==> config.mk <==
export PLATFORM = sky130hd
export DESIGN_NAME = fifo_check_pacer
export DESIGN_NICKNAME = d
export VERILOG_FILES = /design/src/rtl/fifo_checker_pkg.sv /design/src/rtl/fifo_check_pacer.sv
export SDC_FILE = /design/constraint.sdc
export NUM_CORES = 1
export LEC_CHECK = 0
export BUFFER_PORTS_ARGS = -buffer_cell sky130_fd_sc_hd__buf_2
export CELL_PAD_IN_SITES_DETAIL_PLACEMENT = 1
export CELL_PAD_IN_SITES_GLOBAL_PLACEMENT = 2
export CORE_MARGIN = 2
export CORE_UTILIZATION = 33
export CTS_CLUSTER_SIZE = 12
export DETAILED_ROUTE_END_ITERATION = 16
export PLACE_DENSITY_LB_ADDON = 0.3
export SLEW_MARGIN = 30
export SYNTH_ARGS = -nofsm -noshare
export SYNTH_HDL_FRONTEND = slang
export SYNTH_SLANG_ARGS = --single-unit
==> constraint.sdc <==
create_clock -name MCLK -period 1.95 [get_ports MCLK]
set_input_delay 0.195 -clock MCLK [delete_from_list [all_inputs] [get_ports MCLK]]
set_output_delay 0.195 -clock MCLK [all_outputs]
set_load 0.05 [all_outputs]
==> src/rtl/fifo_checker_pkg.sv <==
// Shared types and defaults for the FIFO stream checker and its pacer.
package fifo_checker_pkg;

  typedef enum logic [1:0] {
    ST_IDLE   = 2'd0,
    ST_RUN    = 2'd1,
    ST_FINISH = 2'd2
  } chk_state_e;

  localparam int unsigned TIMEOUT_DEFAULT = 256;

endpackage

==> src/rtl/fifo_check_pacer.sv <==
// Inter-pop gap counter and RUN-idle watchdog for the FIFO stream checker.
module fifo_check_pacer
  import fifo_checker_pkg::*;
#(
  parameter int unsigned TIMEOUT = TIMEOUT_DEFAULT
) (
  input  logic       MCLK,
  input  logic       nRST,
  input  logic       clear,
  input  logic       run,
  input  logic       pop,
  input  logic       cmp,
  input  logic [3:0] gap,
  output logic       gap_zero_c,
  output logic       timeout_c
);

  localparam int unsigned TO_W = $clog2(TIMEOUT + 1);

  logic [3:0]      gap_cnt;
  logic [TO_W-1:0] idle_cnt;

  // Gap reloads on every pop; idle count restarts on any compare or outside RUN.
  always_ff @(posedge MCLK or negedge nRST) begin
    if (!nRST) begin
      gap_cnt  <= 4'd0;
      idle_cnt <= '0;
    end else begin
      if (clear)                gap_cnt <= 4'd0;
      else if (pop)             gap_cnt <= gap;
      else if (gap_cnt != 4'd0) gap_cnt <= gap_cnt - 4'd1;

      if (!run || cmp)                     idle_cnt <= '0;
      else if (idle_cnt != TO_W'(TIMEOUT)) idle_cnt <= idle_cnt + TO_W'(1);
    end
  end

  assign gap_zero_c = (gap_cnt == 4'd0);
  // A compare in the same cycle wins over the watchdog.
  assign timeout_c  = run && !cmp && (idle_cnt == TO_W'(TIMEOUT));

endmodule

# After elaboration in Yosys (flattened, before gate mapping)
# Index checks and enable logic that the tools add are counted.
[word_totals] reg_bits=13 input_bits=10 output_inout_bits=2 elab_cells=20
[op_classes] add_sub_neg=2 n_eq_ne=2 muxes=5 reduce_logical=9
[ops] op="9-bit 2-to-1 mux" n=2
[ops] op="4-bit 2-to-1 mux" n=3
[ops] op="9-bit by 1-bit adder with 9-bit output (second input constant)" n=1
[ops] op="9-bit equality test (second input constant)" n=1
[ops] op="9-bit inequality test (second input constant)" n=1
[ops] op="4-bit logical NOT" n=1
[ops] op="4-bit nonzero test" n=1
[ops] op="4-bit by 1-bit subtractor with 4-bit output (second input constant)" n=1
[ops] op="3-bit nonzero test" n=1
[ops] op="1-bit logical AND" n=2
[ops] op="1-bit logical NOT" n=2
[ops] op="2-bit nonzero test" n=1
[ops] op="1-bit logical OR" n=1

# Depth between registers and ports, before layout
# Gate-level depths: netlist of the first run.
[depth] word_depth=4 mapped_depth=5 depth_no_buf=5

# Least setup slack after synthesis of the first run
# OpenSTA, ideal clock, no wires.
[synth_timing] kind="register -> output" startpoint="register idle_cnt[0]" endpoint="output port timeout_c" arrival_time_ps=2164 t_required_ps=1755 path_slack_ps=-409 path_stages_with_launch=5 path_buffers=0 path_cell_list="dfrtp_1 > inv_1 > ha_1 > or4b_4 > nor3_1"
[synth_between] elab_chain_cells=2
[synth_rtl] item="start: declaration" line_no="fifo_check_pacer.sv:21" rtl="logic [TO_W-1:0] idle_cnt;"
[synth_rtl] item="start signal: assignment" line_no="fifo_check_pacer.sv:34" rtl="else if (idle_cnt != TO_W'(TIMEOUT)) idle_cnt <= idle_cnt + TO_W'(1);"
[synth_rtl] item="9-bit equality test" line_no="fifo_check_pacer.sv:40" rtl="assign timeout_c = run && !cmp && (idle_cnt == TO_W'(TIMEOUT));"
[synth_rtl] item="1-bit logical AND" line_no="fifo_check_pacer.sv:40"
[synth_rtl] item="end: declaration" line_no="fifo_check_pacer.sv:15" rtl="output logic timeout_c"
# Every way passes these cells.

# Worst setup path after layout of the first run
# Ends and elaborated chain as after synthesis.

==> results.toml, run 1 <==
[die]
initial_utilization_pct = 34.6
ios = 12
dieWidth_um = 51.9
fp.dieH_um = 51.9
num_rows = 17
die_area_sq_mm = 0.00270
core_area_sq_mm = 0.00219

[synthesis]
yosys.area_share.simple_pct = 27.4
syn_inst = 78
synth_seq_area_share_pct = 42.9
ys_ff_latch = 13
syn_nets = 92
yosys_warnings = 0
synth_fa_ha_area_share_pct = 6.60
yosysUniqueCellTypes = 26
muxShareOfSynthArea_pct = 1.32
avgSynthCellArea_sq_um = 9.72
synth.area.top_cells = "dfrtp_1 43%, ha_1 6.6%, a21oi_1 5.9%"
synth_top_area_share_pct = 42.9
synth_area_sq_um = 758
yosysTopAreaCell = "dfrtp_1"
synth-xor-area-share_pct = 5.78
synth_top_family_by_area = "simple AND/OR/NAND/NOR gates"
synth_compound_area_share_pct = 13.0

[outcome]
violations = "setup timing"
status = "finished with violations"

[place]
place_congestion = 0.806
dpl_worst_slack_ns = 0.181
port_buffers = 11
dpl.hpwl_um = 1330

[route]
ant_nets = 0
routed_wl_um = 1850
routedWlPerCell_um = 14.7
num_vias = 649
drcViolationCount = 0
vias_per_cell = 5.15
drtIter0Drc = 9
firstDrtPassIters = 4

[critical_path]
path_class = "reg -> out"
crit_arrival_ns = 1.76
start_kind = "flop"
r2r_setup_slack_ns = 0.41
crit_path_end_kind = "primary output"
crit_required_ns = 1.75
reg2reg_depth = 6
critPathMaxFanout = 4

[global_route]
grt_pass1_vias = 665
grt-ovfl-total = 0
grt_use_total_pct = 16.6
grt_max_degree = 14
antenna_found_initial = 0
grt_pass1_wl_um = 3190

[sta]
setup_viol = 1
setup-tns-final_ns = -0.000497
layout_setup_ws_ns = -0.000497
hold_violations = 0
rsz0062_at_grt = "yes"
skew_ns = 0.00366
max_freq_ghz = 0.513
slew_headroom_pct = 64.3
tightest_slew_ns = 0.528
min_period_ns = 1.95
period_share_pct = 100
slew_viol_final = 0
whs_ns = 0.141

[min_path]
hp-class = "in -> reg"
hold_path_depth = 2

[clock_tree]
cts_tree = "built"
path_clk_slew_ns = 0.07
cts_buffers = 3
cts_htree_levels = 1
clock_path_buffers = 2
root_buffer = "clkbuf_4"
worstSkewPairLatency_ns = 0.27
clock-sinks = 13

[pwr]
vdd.ir_drop.worst_v = 0.000384
finalPower_w = 0.000595
p_per_area_mw_per_mm2 = 628
p_leak_nw = 0.398

[finish]
syn_to_final_growth_pct = 25.1
n_antenna_cell = 0
final_util_pct = 43.3
nets = 113
drive_above_1_share_pct = 28.6

[flow_run]
max-cap-violations = 0
[routing by layer]
layer / track usage, % / up-vias / part of all wire [%]
li1: - / 322 / -
met1: 22.3 / 319 / 48
met2: 25.7 / 8 / 50
met3: 5.17 / 0 / 2.3
met4: 3.95 / 0 / 0
met5: 0 / - / 0
[worst max-delay path, stage by stage, from the launching register on]
cell,delay (ns)
dfrtp_1,0.40
inv_2,0.09
ha_4,0.13
or4b_4,0.50
nor3_4,0.19
buf_6,0.18
[timing repair]
item	CTS	global route
endpoints found under the setup margin	1	1
resized for setup	3	4
endpoints found under the hold margin	13	0
pin swaps	0	1
buffers inserted	2	2
hold buffers	1	0
[placed cells by master (no fill, tap or decap), types with 3 or more instances in the layout]
master    synthesis  routed
buf_4             0       5
inv_1             5       3
nand2_1           5       5
clkbuf_4          0       3
buf_2             0      10
xnor2_1           3       3
nand3_1           4       4
or3_1             5       5
a21oi_1           9       9
ha_1              4       3
dfrtp_1          13      13
o21ai_0           4       4
[cell type report]
class | instances | area (sq um)
flip-flops and latches | 13 | 325
inverters | 5 | 18.8
repair buffers | 17 | 109
well taps | 28 | 35.0
clock buffers | 4 | 26.3
multi-input cells | 59 | 434
fillers | 261 | 1240
[Yosys cell counts, drive strengths merged]
cell type   n
a21oi       9
clkbuf      1
dfrtp      13
ha          4
inv         5
mux2i       1
nand2       5
nand2b      2
nand3       5
nand4       1
nor2        2
nor2b       2
nor3        4
nor3b       1
nor4b       2
o21a        1
o21ai       6
o31ai       1
o41ai       1
or3         5
or4b        2
xnor2       3
xor2        2
[flip-flops by register name, summed over array words and instances (netlist names)]
| signal | count |
|---|---|
| idle_cnt | 9 |
| gap_cnt | 4 |
[cell families after synthesis]
| logic type | count (synthesis) |
|---|---|
| and+or+nand+nor | 31 |
| DFF | 13 |
| adders and majority gates | 4 |
| AOI/OAI and AO/OA | 18 |
| muxes | 1 |
| buffers and inverters | 6 |
| xor gates and xnor gates | 5 |
[metrics by stage]
step	instances	area, sq um
after CTS	124	921
after floorplan	78	763
after global placement	117	857
after detailed placement	117	857
final	126	948
after global routing	126	948
[worst paths after layout]
check	from	to
max	idle_cnt[0]	timeout_c
min in group asynchronous	nRST	idle_cnt[8]
max reg2reg	idle_cnt[0]	idle_cnt[6]
min reg2reg	idle_cnt[8]	idle_cnt[8]
max in group asynchronous	nRST	gap_cnt[2]
min	clear	gap_cnt[2]
[power breakdown]
group / total [W] / switching (W) / internal [W] / leakage, nW
Sequential: 0.000292 / 0.0000109 / 0.000281 / 0.177
Clock: 0.000166 / 0.0000864 / 0.0000793 / 0.0150
Combinational: 0.000138 / 0.0000747 / 0.0000630 / 0.207
Total: 0.000595 / 0.000172 / 0.000423 / 0.398
(Power assumes the default switching activity.)
==> inputs of run 2 (changes only) <==
--- a/config.mk
+++ b/config.mk
@@ -8,7 +8,6 @@
 export BUFFER_PORTS_ARGS = -buffer_cell sky130_fd_sc_hd__buf_2
 export CELL_PAD_IN_SITES_DETAIL_PLACEMENT = 1
 export CELL_PAD_IN_SITES_GLOBAL_PLACEMENT = 2
-export CORE_MARGIN = 2
 export CORE_UTILIZATION = 33
 export CTS_CLUSTER_SIZE = 12
 export DETAILED_ROUTE_END_ITERATION = 16
==> run 2 against run 1 <==
Compared with the run above:
- the run still ends with setup timing left
- wire length is 1.4% lower
- worst setup slack got worse by 0.0085 ns
- sequential power about the same
- sequential share of layout area about the same
- final cell count decreased by 0.79%
- power is 0.92% higher
- design area is 0.13% lower
- clock-buffer cell count did not move
- register-to-register slack better by 0.06 ns
- largest cell class unchanged
==> results.toml, run 2 (same netlist as run 1, synthesis figures left out) <==
[outcome]
status = "finished with violations"
violations = "setup timing"

[finish]
largest_register = "idle_cnt"
nets = 113
fin_cells = 125
final_util_pct = 45.9
largest_reg_flops = 9
regArea_sq_um = 325
drive_above_1_share_pct = 28.6
final_common_cell = "dfrtp_1"
layout_common_cells = "13 x dfrtp_1, 10 x buf_2, 9 x a21oi_1"
n_fill_cell = 253
top_regs = "idle_cnt: 9 flops, gap_cnt: 4 flops"
syn_to_final_growth_pct = 24.9
n_antenna_cell = 0
multi_input_area_sq_um = 434

[global_route]
grt_use_total_pct = 17.6
grt_pass1_vias = 669
grt_max_degree = 14
antenna_found_initial = 0
grt_pass1_wl_um = 3130
grt-ovfl-total = 0

[route]
routed_wl_um = 1820
drtIter0Drc = 5
routedWlPerCell_um = 14.6
ant_nets = 0
vias_per_cell = 5.24
firstDrtPassIters = 4
num_vias = 655
drcViolationCount = 0

[die]
num_rows = 16
die_area_sq_mm = 0.00249
initial_utilization_pct = 36.8
fp.dieH_um = 49.9
ios = 12
core_area_sq_mm = 0.00206
dieWidth_um = 49.9

[sta]
slew_headroom_pct = 67.9
period_share_pct = 100
max_freq_ghz = 0.510
setup-tns-final_ns = -0.00897
min_period_ns = 1.96
tightest_slew_ns = 0.475
rsz0062_at_grt = "yes"
slew_viol_final = 0
skew_ns = 0.00844
hold_violations = 0
setup_viol = 1
layout_setup_ws_ns = -0.00897

[clock_tree]
cts_buffers = 3
clock_path_buffers = 2
root_buffer = "clkbuf_4"
clock-sinks = 13
cts_htree_levels = 1
path_clk_slew_ns = 0.08
cts_tree = "built"
worstSkewPairLatency_ns = 0.28

[place]
dpl.hpwl_um = 1330
port_buffers = 11
place_congestion = 0.805
dp.cells = 117

[critical_path]
crit_path_end_kind = "primary output"
critPathMaxFanout = 4
path_class = "reg -> out"
start_kind = "flop"
crit_arrival_ns = 1.76
crit_required_ns = 1.75

[pwr]
p_leak_nw = 0.399
vdd.ir_drop.worst_v = 0.000288
p_per_area_mw_per_mm2 = 634

[flow_run]
max-cap-violations = 0

[min_path]
hp-class = "in -> reg"
-- run 2: worst paths after layout --
check	start	endpoint	slack (ns)	depth (start not counted)
setup / recovery	idle_cnt[0]	timeout_c	-0.009	5
hold / removal	gap[3]	gap_cnt[3]	0.10	3
setup reg to reg	idle_cnt[0]	idle_cnt[6]	0.47	5
hold reg to reg	idle_cnt[8]	idle_cnt[8]	0.59	2
max in group asynchronous	nRST	gap_cnt[2]	1.39	2
min in group asynchronous	nRST	idle_cnt[6]	0.32	2
-- run 2: stage by stage --
step,area [sq um],total power [W],worst slack [ns],hold WS [ns]
floorplan,763,0.000387,0.0207,-0.101
global placement,863,0.000421,0.256,0.105
detailed placement,863,0.000426,0.200,0.108
CTS,921,0.000605,0.0102,0.101
global route,947,0.000637,-0.0780,0.109
finish,947,0.000601,-0.00897,0.100
-- run 2: cell type report --
cell class              count  area share (%)
inverters                   5            1.98
well taps                  27            3.57
flip-flops and latches     13            34.3
multi-input cells          59            45.8
repair buffers             17            11.5
clock buffers               4            2.77
-- run 2: power by group --
part / internal [W] / leakage, nW / total (W) / switching (W)
logic: 0.0000618 / 0.207 / 0.000137 / 0.0000755
clock network: 0.0000795 / 0.0150 / 0.000171 / 0.0000915
registers: 0.000281 / 0.177 / 0.000292 / 0.0000114
total: 0.000422 / 0.399 / 0.000601 / 0.000178
-- run 2: critical path, stage by stage, from the launching register on --
cell and delay [ns]:
dfrtp_1 0.41, inv_2 0.08, ha_4 0.12, or4b_4 0.50
nor3_4 0.19, buf_6 0.18
-- run 2: per-layer routing --
metal | track usage [%] | part of all wire, % | vias up
met2 | 27.0 | 46 | 10
met5 | 0 | 0 | -
li1 | - | - | 317
met3 | 6.48 | 3.3 | 2
met1 | 22.0 | 49 | 326
met4 | 7.14 | 1.0 | 0
-- run 2: repair_timing --
| item | 4_1_cts | 5_1_grt |
|---|---|---|
| resized for setup | 2 | 5 |
| pin swaps | 0 | 2 |
| setup endpoints to repair | 1 | 1 |
| hold buffers | 1 | 0 |
| buffers inserted | 2 | 1 |
| hold endpoints to repair | 13 | 0 |
==> inputs of run 3 (changes only) <==
--- a/config.mk
+++ b/config.mk
@@ -8,7 +8,7 @@
 export BUFFER_PORTS_ARGS = -buffer_cell sky130_fd_sc_hd__buf_2
 export CELL_PAD_IN_SITES_DETAIL_PLACEMENT = 1
 export CELL_PAD_IN_SITES_GLOBAL_PLACEMENT = 2
-export CORE_UTILIZATION = 33
+export CORE_UTILIZATION = 25
 export CTS_CLUSTER_SIZE = 12
 export DETAILED_ROUTE_END_ITERATION = 16
 export PLACE_DENSITY_LB_ADDON = 0.3
==> run 3 against run 2 <==
Compared with the run above:
- the run now ends clean
- design area fell by 1.6%
- clock power about the same
- worst setup slack better by 0.071 ns
- clock skew fell by 0.0031 ns
- hold slack gained 0.019 ns
- highest routed layer unchanged
- final cell count rose by 2.4%
- wire length decreased by 5.1%
- critical endpoint unchanged
==> results.toml, run 3 (same netlist as run 1, synthesis figures left out) <==
[place]
place_area_sq_um = 868
dpl.hpwl_um = 1280
dp.cells = 121
port_buffers = 11
place_congestion = 0.715

[finish]
fin_cells = 128
final_common_cell = "dfrtp_1"
syn_to_final_growth_pct = 22.9
drive_above_1_share_pct = 25.8
layout_common_cells = "13 x dfrtp_1, 10 x buf_2, 9 x a21oi_1"
largest_reg_flops = 9
n_fill_cell = 340
largest_register = "idle_cnt"
design_area_sq_um = 932
nets = 112
n_antenna_cell = 0
top_regs = "idle_cnt: 9 flops, gap_cnt: 4 flops"

[clock_tree]
worstSkewPairLatency_ns = 0.28
cts_tree = "built"
cts_buffers = 3
clock-sinks = 13
clock_path_buffers = 2
root_buffer = "clkbuf_4"
path_clk_slew_ns = 0.08
cts_htree_levels = 1

[route]
routedWlPerCell_um = 13.5
num_vias = 640
ant_nets = 0
routed_wl_um = 1730
firstDrtPassIters = 4
drcViolationCount = 0
drtIter0Drc = 12
vias_per_cell = 5.00

[die]
fp.dieH_um = 57.1
ios = 12
num_rows = 19
dieWidth_um = 57.1
die_area_sq_mm = 0.00326
initial_utilization_pct = 27.0
core_area_sq_mm = 0.00281

[sta]
period_share_pct = 96.8
hold_violations = 0
slew_viol_final = 0
slew_headroom_pct = 69.7
max_freq_ghz = 0.530
skew_ns = 0.00533
rsz0062_at_grt = "no"
whs_ns = 0.119
tightest_slew_ns = 0.448
setup-tns-final_ns = 0
setup_viol = 0
min_period_ns = 1.89

[critical_path]
crit_end = "timeout_c"
crit_path_end_kind = "primary output"
path_class = "reg -> out"
reg2reg_depth = 5
r2r_end = "idle_cnt[1]"
crit_required_ns = 1.75
start_kind = "flop"
crit_arrival_ns = 1.69
r2r_setup_slack_ns = 0.49
timing.rr.start = "idle_cnt[0]"
critPathMaxFanout = 4
crit_path_start = "idle_cnt[0]"

[global_route]
grt_pass1_wl_um = 3060
grt_max_degree = 14
grt_pass1_vias = 663
grt_use_total_pct = 12.7
grt-ovfl-total = 0
antenna_found_initial = 0

[pwr]
p_per_area_mw_per_mm2 = 637
p_leak_nw = 0.395
vdd.ir_drop.worst_v = 0.000190
finalPower_w = 0.000594

[outcome]
status = "finished, final reports clean"

[flow_run]
max-cap-violations = 0

[min_path]
hp-start = "gap[0]"
hp-class = "in -> reg"
run 3: cell types whose count changed in the layout (fill, tap and decap cells not counted), sizes merged:
cell  delta
buf      -1
run 3: per-layer routing:
layer  GRT usage (%)  part of all wire [%]
met5               0                     0
met4            9.06                   4.2
met2            17.8                    43
met1            16.7                    48
met3            3.63                   4.6
run 3: worst min path at each step:
stage                       end  slack, ns  cells after the start
global route         gap_cnt[3]       0.12                      3
finish               gap_cnt[0]       0.12                      3
CTS                  gap_cnt[3]       0.11                      3
floorplan            gap_cnt[0]      -0.10                      0
detailed placement  idle_cnt[7]       0.11                      1
global placement    idle_cnt[7]       0.10                      1
run 3: layout make-up:
| cell class | count | area [sq um] | area share [%] |
|---|---|---|---|
| Inverter | 5 | 18.8 | 2.01 |
| Clock buffer | 4 | 26.3 | 2.82 |
| Timing Repair Buffer | 16 | 101 | 10.9 |
| Multi-Input combinational cell | 59 | 422 | 45.2 |
| Sequential cell | 13 | 325 | 34.9 |
| Tap cell | 31 | 38.8 | 4.16 |
run 3: through the flow:
| step | worst slack (ns) | util (%) |
|---|---|---|
| after floorplan | 0.0207 | - |
| after global placement | 0.250 | 31.0 |
| after detailed placement | 0.213 | 31.0 |
| after CTS | 0.0124 | 32.7 |
| after global routing | 0.00503 | 33.2 |
| final | 0.0618 | 33.2 |
run 3: what timing repair did:
action / 4_1_cts / 5_1_grt
gates cloned: 0 / 0
hold buffers: 1 / 0
setup endpoints to repair: 1 / 1
endpoints found under the hold margin: 13 / 0
setup buffers: 1 / 1
resized for setup: 2 / 2
run 3: critical path: stages (launching register included):
cell and delay (ns):
dfrtp_1 0.40, inv_2 0.06, ha_1 0.14, or4b_4 0.50, nor3_4 0.13, buf_6 0.17
run 3: report_power, final:
part	internal [W]	switching, W	total [W]
Combinational	0.0000588	0.0000738	0.000133
Clock	0.0000794	0.0000903	0.000170
Sequential	0.000281	0.0000107	0.000292
